### config.mk
export PLATFORM = sky130hd
export DESIGN_NAME = status_unit
export DESIGN_NICKNAME = d
export VERILOG_FILES = /design/src/rtl/status_unit_pkg.sv /design/src/rtl/status_unit_flag_gen.sv /design/src/rtl/status_unit.sv
export SDC_FILE = /design/constraint.sdc
export NUM_CORES = 1
export LEC_CHECK = 0
export BUFFER_PORTS_ARGS = -buffer_cell sky130_fd_sc_hd__buf_2
export CAP_MARGIN = 20
export CORE_UTILIZATION = 32
export DETAILED_ROUTE_END_ITERATION = 7
export PLACE_DENSITY = 0.61
export SYNTH_ARGS = -nofsm -noshare
export SYNTH_HDL_FRONTEND = slang
export SYNTH_HIERARCHICAL = 1
export SYNTH_SLANG_ARGS = --single-unit
### constraint.sdc
create_clock -name clk -period 6 [get_ports clk]
set_input_delay 0.9 -clock clk [delete_from_list [all_inputs] [get_ports clk]]
set_output_delay 0.9 -clock clk [all_outputs]
set_load 0.01 [all_outputs]
### src/rtl/status_unit_pkg.sv
// status_unit_pkg: ALU command encodings and NZCV bit positions shared by the status unit
package status_unit_pkg;

    localparam logic [3:0] CMD_MOV = 4'b0001;
    localparam logic [3:0] CMD_ADD = 4'b0010;
    localparam logic [3:0] CMD_ADC = 4'b0011;
    localparam logic [3:0] CMD_SUB = 4'b0100;
    localparam logic [3:0] CMD_SBC = 4'b0101;
    localparam logic [3:0] CMD_AND = 4'b0110;
    localparam logic [3:0] CMD_ORR = 4'b0111;
    localparam logic [3:0] CMD_EOR = 4'b1000;
    localparam logic [3:0] CMD_MVN = 4'b1001;

    localparam int N_BIT = 3;
    localparam int Z_BIT = 2;
    localparam int C_BIT = 1;
    localparam int V_BIT = 0;

    // The legal encodings happen to form the contiguous range MOV..MVN
    function automatic logic is_legal(input logic [3:0] cmd);
        return (cmd >= CMD_MOV) && (cmd <= CMD_MVN);
    endfunction

endpackage

### src/rtl/status_unit_flag_gen.sv
// status_unit_flag_gen: combinational ALU result and NZCV flag computation
module status_unit_flag_gen
    import status_unit_pkg::*;
#(
    parameter int WIDTH = 32
) (
    input  logic [3:0]       cmd_i,
    input  logic [WIDTH-1:0] a_i,
    input  logic [WIDTH-1:0] b_i,
    input  logic             c_old_i,
    input  logic             v_old_i,
    output logic [3:0]       flags_o,
    output logic             legal_o
);

    logic             is_sub;
    logic             arith;
    logic             cin;
    logic [WIDTH-1:0] op_b;
    logic [WIDTH:0]   sum;
    logic [WIDTH-1:0] r;

    // Subtracts reuse the adder with inverted b; ADC/SBC take the registered carry as carry-in
    always_comb begin
        is_sub  = (cmd_i == CMD_SUB) || (cmd_i == CMD_SBC);
        arith   = (cmd_i >= CMD_ADD) && (cmd_i <= CMD_SBC);
        cin     = (cmd_i == CMD_ADD) ? 1'b0 : (cmd_i == CMD_SUB) ? 1'b1 : c_old_i;
        op_b    = is_sub ? ~b_i : b_i;
        sum     = {1'b0, a_i} + {1'b0, op_b} + {{WIDTH{1'b0}}, cin};
        r       = arith              ? sum[WIDTH-1:0] :
                  (cmd_i == CMD_MOV) ? b_i :
                  (cmd_i == CMD_MVN) ? ~b_i :
                  (cmd_i == CMD_AND) ? (a_i & b_i) :
                  (cmd_i == CMD_ORR) ? (a_i | b_i) : (a_i ^ b_i);
        flags_o        = '0;
        flags_o[N_BIT] = r[WIDTH-1];
        flags_o[Z_BIT] = ~|r;
        flags_o[C_BIT] = arith ? sum[WIDTH] : c_old_i;
        flags_o[V_BIT] = arith ? ((is_sub ? (a_i[WIDTH-1] ^ b_i[WIDTH-1]) : ~(a_i[WIDTH-1] ^ b_i[WIDTH-1]))
                                  & (r[WIDTH-1] ^ a_i[WIDTH-1])) : v_old_i;
        legal_o        = is_legal(cmd_i);
    end

endmodule

### src/rtl/status_unit.sv
// status_unit: NZCV status register with priority update mux and exception shadow copy
module status_unit
    import status_unit_pkg::*;
#(
    parameter int WIDTH = 32
) (
    input  logic             clk,
    input  logic             rst_n,
    input  logic             exe_valid,
    input  logic             exe_s,
    input  logic             exe_cond_pass,
    input  logic [3:0]       exe_alu_cmd,
    input  logic [WIDTH-1:0] exe_a,
    input  logic [WIDTH-1:0] exe_b,
    input  logic             stall,
    input  logic             flush,
    input  logic             msr_we,
    input  logic [3:0]       msr_data,
    input  logic             exc_entry,
    input  logic             exc_return,
    output logic [3:0]       status,
    output logic [3:0]       status_fwd,
    output logic [3:0]       shadow,
    output logic             flag_wr
);

    logic [3:0] status_q, status_d;
    logic [3:0] shadow_q, shadow_d;
    logic       flag_wr_q, flag_wr_d;
    logic [3:0] alu_flags;
    logic       legal;
    logic       alu_upd;

    status_unit_flag_gen #(.WIDTH(WIDTH)) u_flag_gen (
        .cmd_i   (exe_alu_cmd),
        .a_i     (exe_a),
        .b_i     (exe_b),
        .c_old_i (status_q[C_BIT]),
        .v_old_i (status_q[V_BIT]),
        .flags_o (alu_flags),
        .legal_o (legal)
    );

    // Next-state selection: return > explicit write > ALU > hold; on a combined entry+return the shadow saves the pre-return status
    always_comb begin
        alu_upd   = exe_valid & exe_s & exe_cond_pass & legal & ~flush;
        status_d  = stall      ? status_q :
                    exc_return ? shadow_q :
                    msr_we     ? msr_data :
                    alu_upd    ? alu_flags : status_q;
        shadow_d  = (stall | ~exc_entry) ? shadow_q : exc_return ? status_q : status_d;
        flag_wr_d = stall ? flag_wr_q : (exc_return | msr_we | alu_upd);
    end

    // Architectural status, shadow and write-strobe registers
    always_ff @(posedge clk or negedge rst_n) begin
        if (!rst_n) begin
            status_q  <= '0;
            shadow_q  <= '0;
            flag_wr_q <= 1'b0;
        end else begin
            status_q  <= status_d;
            shadow_q  <= shadow_d;
            flag_wr_q <= flag_wr_d;
        end
    end

    assign status     = status_q;
    assign status_fwd = status_d;
    assign shadow     = shadow_q;
    assign flag_wr    = flag_wr_q;

endmodule

==> results of run 1 <==
cell usage after synthesis, types with 5 or more instances:
cell type,instances,area share
a31oi_1,13,0.018
xnor2_1,51,0.10
o21ai_0,19,0.021
and3_1,5,0.0070
dfrtp_1,9,0.050
clkbuf_1,15,0.013
inv_1,72,0.060
nor2_1,29,0.024
a211oi_1,7,0.012
xor2_1,10,0.020
o21a_1,6,0.010
or4_1,6,0.010
a21oi_1,50,0.056
a21o_1,8,0.013
nor4_1,27,0.038
nor3_1,10,0.011
nand3b_1,8,0.013
nand4_1,26,0.036
mux2i_1,6,0.013
a221o_1,5,0.011
nor2b_1,8,0.011
nand3_1,13,0.015
nand2_1,40,0.034
ha_1,96,0.27
final cells by class:
cell class	instances	area [sq um]
Clock buffer	4	78.8
Fill cell	1447	8000
Inverter	72	270
Multi-Input combinational cell	504	3970
Sequential cell	9	225
Tap cell	176	220
Timing Repair Buffer	115	681
critical path, cell delays in order:
cell,delay (ns)
buf_12,0.11
nor3b_4,0.31
xnor2_2,0.13
fa_2,0.41
fa_2,0.40
nor2b_4,0.17
o2111ai_4,0.15
a211o_1,0.32
a211o_1,0.28
and4b_1,0.23
a2111oi_4,0.19
nand4_1,0.14
nor4_2,0.23
nand4_1,0.17
o31ai_4,0.29
nor2b_4,0.18
a221o_1,0.17
buf_2,0.13
worst paths after layout:
check / startpoint / to / cells past startpoint
max: exe_alu_cmd[1] / status_fwd[2] / 18
min reg2reg: flag_wr$_DFFE_PN0N_ / flag_wr$_DFFE_PN0N_ / 2
max in group asynchronous: rst_n / shadow[1]$_DFFE_PN0N_ / 1
max reg2reg: status[1]$_DFF_PN0_ / status[2]$_DFF_PN0_ / 16
min in group asynchronous: rst_n / status[2]$_DFF_PN0_ / 1
min: flag_wr$_DFFE_PN0N_ / flag_wr$_DFFE_PN0N_ / 2
metrics by stage:
stage | power, uW | hold slack, ns | cell area [sq um] | TNS, ns | cells
floorplan | 433 | 0.548 | 4480 | 0 | 606
global placement | 594 | 0.505 | 5170 | 0 | 867
detailed placement | 594 | 0.509 | 5170 | -0.0422 | 867
CTS | 718 | 0.515 | 5260 | 0 | 871
global route | 806 | 0.531 | 5450 | -0.135 | 880
finish | 740 | 0.513 | 5450 | 0 | 880
logic make-up (layout without fill, tap and decap cells):
family | Yosys count | in the layout
mux | 6 | 6
xor+xnor | 61 | 61
compound gates | 139 | 139
flops | 9 | 9
buf+inv | 93 | 191
fa+ha+maj | 98 | 98
simple gates | 200 | 200
power by group:
part / internal (uW) / switching [uW]
combinational: 230 / 307
clock: 89.0 / 30.7
sequential: 72.1 / 11.5
total: 391 / 349
repair_timing:
item / 4_1_cts / 5_1_grt
setup endpoints to repair: 1 / 1
pin swaps: 0 / 14
gates resized for setup: 2 / 27
setup buffers: 0 / 9
hold buffers: 0 / 0
registers in the layout, indices dropped and copies added, names as in the netlist:
register and cells:
flag_wr 1, shadow 4, status 4
per-layer routing:
layer  vias to the layer above  global-route usage
met5                         -                   0
met4                         0              0.0239
met3                        11              0.0146
met2                       131               0.321
met1                      2217               0.262
li1                       2402                   -
==> reports/metrics.cfg, run 1 <==
[timing]
setup_viol=0
min_period_ns=5.83
fmax_mhz=172
worstMarginPinSlew_ns=0.652
worst_clock_skew_ns=0.000519
post-route-period-util=0.971
hold_viol_final=0
rsz0062_at_grt=true
slew_violations=0
fin_ws_ns=0.173
relSlewSlack=0.564

[synth]
synth-warning-count=6
synth_fa_ha_area_frac=0.277
synth-xor-area-share=0.119
ys_ff_latch=9
synth_fp_nets=786
async_reset_ff_frac=1.00
synth_edf_count=0
synthSimpleGateAreaFrac=0.253
syn_avg_cell_area_sq_um=7.38
synth.distinct_cells=65
seq_area_frac_synth=0.0503
synth-compound-area-share=0.206
synth_cells=606
syn_area_sq_mm=0.00447
synth_top_family_by_area=adder cells
synth_flop_cell=dfrtp_1
synth_mux_area_frac=0.0134

[clock_network]
h-tree-depth=1
root_buffer=clkbuf_16
cts.clk_slew.worst_paths_ns=0.04
cts-buffers-inserted=3
clock_path_buffers=2
tritoncts=done
clk_latency_ns=0.24
cts_num_sinks=9

[placement]
gp_congestion=0.897
hpwl_microns=11500
place_ws_ns=-0.0422
portBuffers=94

[layout]
drive_gt1_frac=0.197
syn2layout_area_growth_pct=21.8
layout_commonest_cell=ha_1
layout_common_cells=95 x ha_1, 91 x buf_2, 72 x inv_1, 50 x xnor2_1, 48 x a21oi_1
fin_nets=885
antenna_cells=0
final_core_util=0.405

[flow_run]
drv_cap=0

[critical_path]
path_max_fanout=6
arrival_ns=4.93
start_kind=input port
cp.required_ns=5.10
path_class=in -> out
reg2reg_slack_ns=1.95
cp-end-kind=primary output

[drt]
routed_via_density=5.41
drtIter0Drc=313
wl_met3_microns=699
drtAntennaViolNets=0
drcViolationCount=0
num_vias=4761
wirelength_microns=13800
top_layer=met4
wl_per_cell_microns=15.6
drt-met1-wl_microns=6580
drt-pass1-iter-count=5
wl_met2_microns=6380

[global_route]
antenna_found_initial=0
grt_first_pass_wirelength_microns=22500
grt_max_degree=18
grt_usage=0.188
grt_pass1_vias=4469
overflow=0

[hold_path]
worstHoldPathType=reg -> reg

[floorplanning]
ios=95
die_w_microns=120
die_area_sq_mm=0.0145
initial_core_util=0.333
die_height_microns=120
rows=42
core_sq_mm=0.0135

[power]
power_leakage_uw=0.00260
p_per_area_mw_per_mm2=136
vdd_drop_max_mv=0.0741

[status]
outcome=completed

No activity file was read; power rests on OpenSTA's default activity.
==> inputs of run 2 (changes only) <==
- PLACE_DENSITY: 0.61 -> 0.6
- clock period: 6 -> 6.7 ns (I/O delays scaled with it)
==> reports/metrics.cfg, run 2 (synthesized netlist as in run 1, its figures left out) <==
[floorplanning]
die_height_microns=120  ; unchanged
ios=95  ; unchanged
die_area_sq_mm=0.0145  ; unchanged
initial_core_util=0.333  ; unchanged
core_sq_mm=0.0135  ; unchanged
rows=42  ; unchanged
die_w_microns=120  ; unchanged

[layout]
syn2layout_area_growth_pct=15.8
n_fill_cell=1438  ; -0.62%
layout_commonest_cell=ha_1
regArea_sq_um=225  ; unchanged
drive_gt1_frac=0.165  ; -0.0327
fin_nets=867  ; -2.0%
antenna_cells=0  ; unchanged
multiInputGateArea_sq_mm=0.00389  ; -2.0%
layout_common_cells=96 x ha_1, 94 x buf_2, 72 x inv_1, 51 x xnor2_1, 50 x a21oi_1
final_cell_count_no_fill=862  ; -2.0%

[clock_network]
cts_hold_buffers=0  ; unchanged
postCtsSetupRepairBufs=0  ; unchanged
clk_latency_ns=0.24  ; about the same
tritoncts=done
root_buffer=clkbuf_16
cts-buffers-inserted=3  ; unchanged
clock_path_buffers=2  ; unchanged
cts_num_sinks=9  ; unchanged
h-tree-depth=1  ; unchanged
post_cts_resize_count=0  ; -2
cts.clk_slew.worst_paths_ns=0.04  ; about the same

[critical_path]
crit_start=exe_alu_cmd[3]
crit_chain=buf_2, nor3b_2, buf_4, buf_4, xnor2_1, ha_1, and4_1, and2_1, nand3_1, a211o_1, and4b_1, a2111oi_2, nand4_1, nor4_2, nand4_1, o31ai_2, nor2b_1, a221o_1, buf_2
start_kind=input port
cp.required_ns=5.69  ; +0.59 ns
path_class=in -> out
max_stage_delay_ns=0.39  ; -0.02 ns
endpoint=status_fwd[2]
cpMaxStageDelayCell=ha_1
reg2reg_slack_ns=2.53  ; +0.58 ns
reg2reg_to=status[2]$_DFF_PN0_
arrival_ns=5.26  ; +0.33 ns
cp-end-kind=primary output
path_max_fanout=17  ; +11
r2r-start=status[1]$_DFF_PN0_
rr_worst_depth=16  ; unchanged

[drt]
drt-pass1-iter-count=5  ; unchanged
drtAntennaViolNets=0  ; unchanged
wl_per_cell_microns=15.8  ; +0.77%
num_vias=4649  ; -2.4%
wirelength_microns=13600  ; -1.3%
drtIter0Drc=364  ; +16%
routed_via_density=5.39  ; -0.31%
drcViolationCount=0  ; unchanged

[timing]
setup_viol=0  ; unchanged
slew_violations=0  ; unchanged
min_period_ns=6.26
hold_slack_ns=0.531  ; +0.0176 ns
post-route-period-util=0.935
relSlewSlack=0.602  ; +0.0379
hold_viol_final=0  ; unchanged
rsz0062_at_grt=false
fmax_mhz=160
fin_setup_tns_ns=0  ; unchanged
worst_clock_skew_ns=0.00310  ; +0.00259 ns
worstMarginPinSlew_ns=0.592  ; -0.0600 ns

[placement]
placed_cells=858  ; -1.0%
hpwl_microns=11400  ; -0.54%
gp_congestion=0.882  ; -1.7%
portBuffers=94  ; unchanged

[hold_path]
worstHoldPathType=reg -> reg

[global_route]
grt_max_degree=18  ; unchanged
grt_usage=0.187  ; -0.000786
overflow=0  ; unchanged
grt_first_pass_wirelength_microns=22200  ; -1.3%
grt_pass1_vias=4359  ; -2.5%
antenna_found_initial=0  ; unchanged

[power]
vdd_drop_max_mv=0.0657  ; -11%
p_per_area_mw_per_mm2=122  ; -9.8%
power_uw=634  ; -14%
power_leakage_uw=0.00249  ; -4.5%

[flow_run]
drv_cap=0  ; unchanged

[status]
outcome=completed

run 2: layer usage:
metal,share of wire,global-route usage
met1,0.49,0.266
met2,0.46,0.320
met3,0.045,0.00849
met4,0.0046,0.0208
met5,0,0
run 2: how the worst min path moves through the flow:
stage,slack (ns),cells after the start,end,startpoint
floorplan,0.55,2,flag_wr$_DFFE_PN0N_,flag_wr$_DFFE_PN0N_
global placement,0.51,2,flag_wr$_DFFE_PN0N_,flag_wr$_DFFE_PN0N_
detailed placement,0.53,2,flag_wr$_DFFE_PN0N_,flag_wr$_DFFE_PN0N_
CTS,0.54,2,flag_wr$_DFFE_PN0N_,flag_wr$_DFFE_PN0N_
global route,0.55,2,flag_wr$_DFFE_PN0N_,flag_wr$_DFFE_PN0N_
finish,0.53,2,flag_wr$_DFFE_PN0N_,flag_wr$_DFFE_PN0N_
run 2: cell type report:
class,instances,area share
repair buffers,97,0.0951
well taps,176,0.0425
clock buffers,4,0.0152
flip-flops and latches,9,0.0435
inverters,72,0.0522
multi-input cells,504,0.752
run 2: through the flow:
stage | util | instance area (sq um) | setup WS [ns]
6_report | 0.385 | 5180 | 0.435
5_1_grt | 0.385 | 5180 | 0.0643
4_1_cts | 0.385 | 5180 | 0.458
3_5_place_dp | 0.379 | 5100 | 0.467
3_3_place_gp | 0.379 | 5100 | 0.527
2_1_floorplan | - | 4470 | 0.286
run 2: critical path, delay by kind of cell:
family                     cells  cell delay (ns)
xor gates and xnor gates       1             0.13
AOI/OAI and AO/OA              4             1.07
and+or+nand+nor                9             1.66
buffers and inverters          4             0.97
adders and majority gates      1             0.39
run 2: power by group:
group          switching, uW  total (uW)  internal, uW  leakage (uW)
combinational            264         452           188       0.00234
clock                   28.6         108          79.8     0.0000382
sequential              9.57        74.2          64.6      0.000106
total                    302         634           332       0.00249
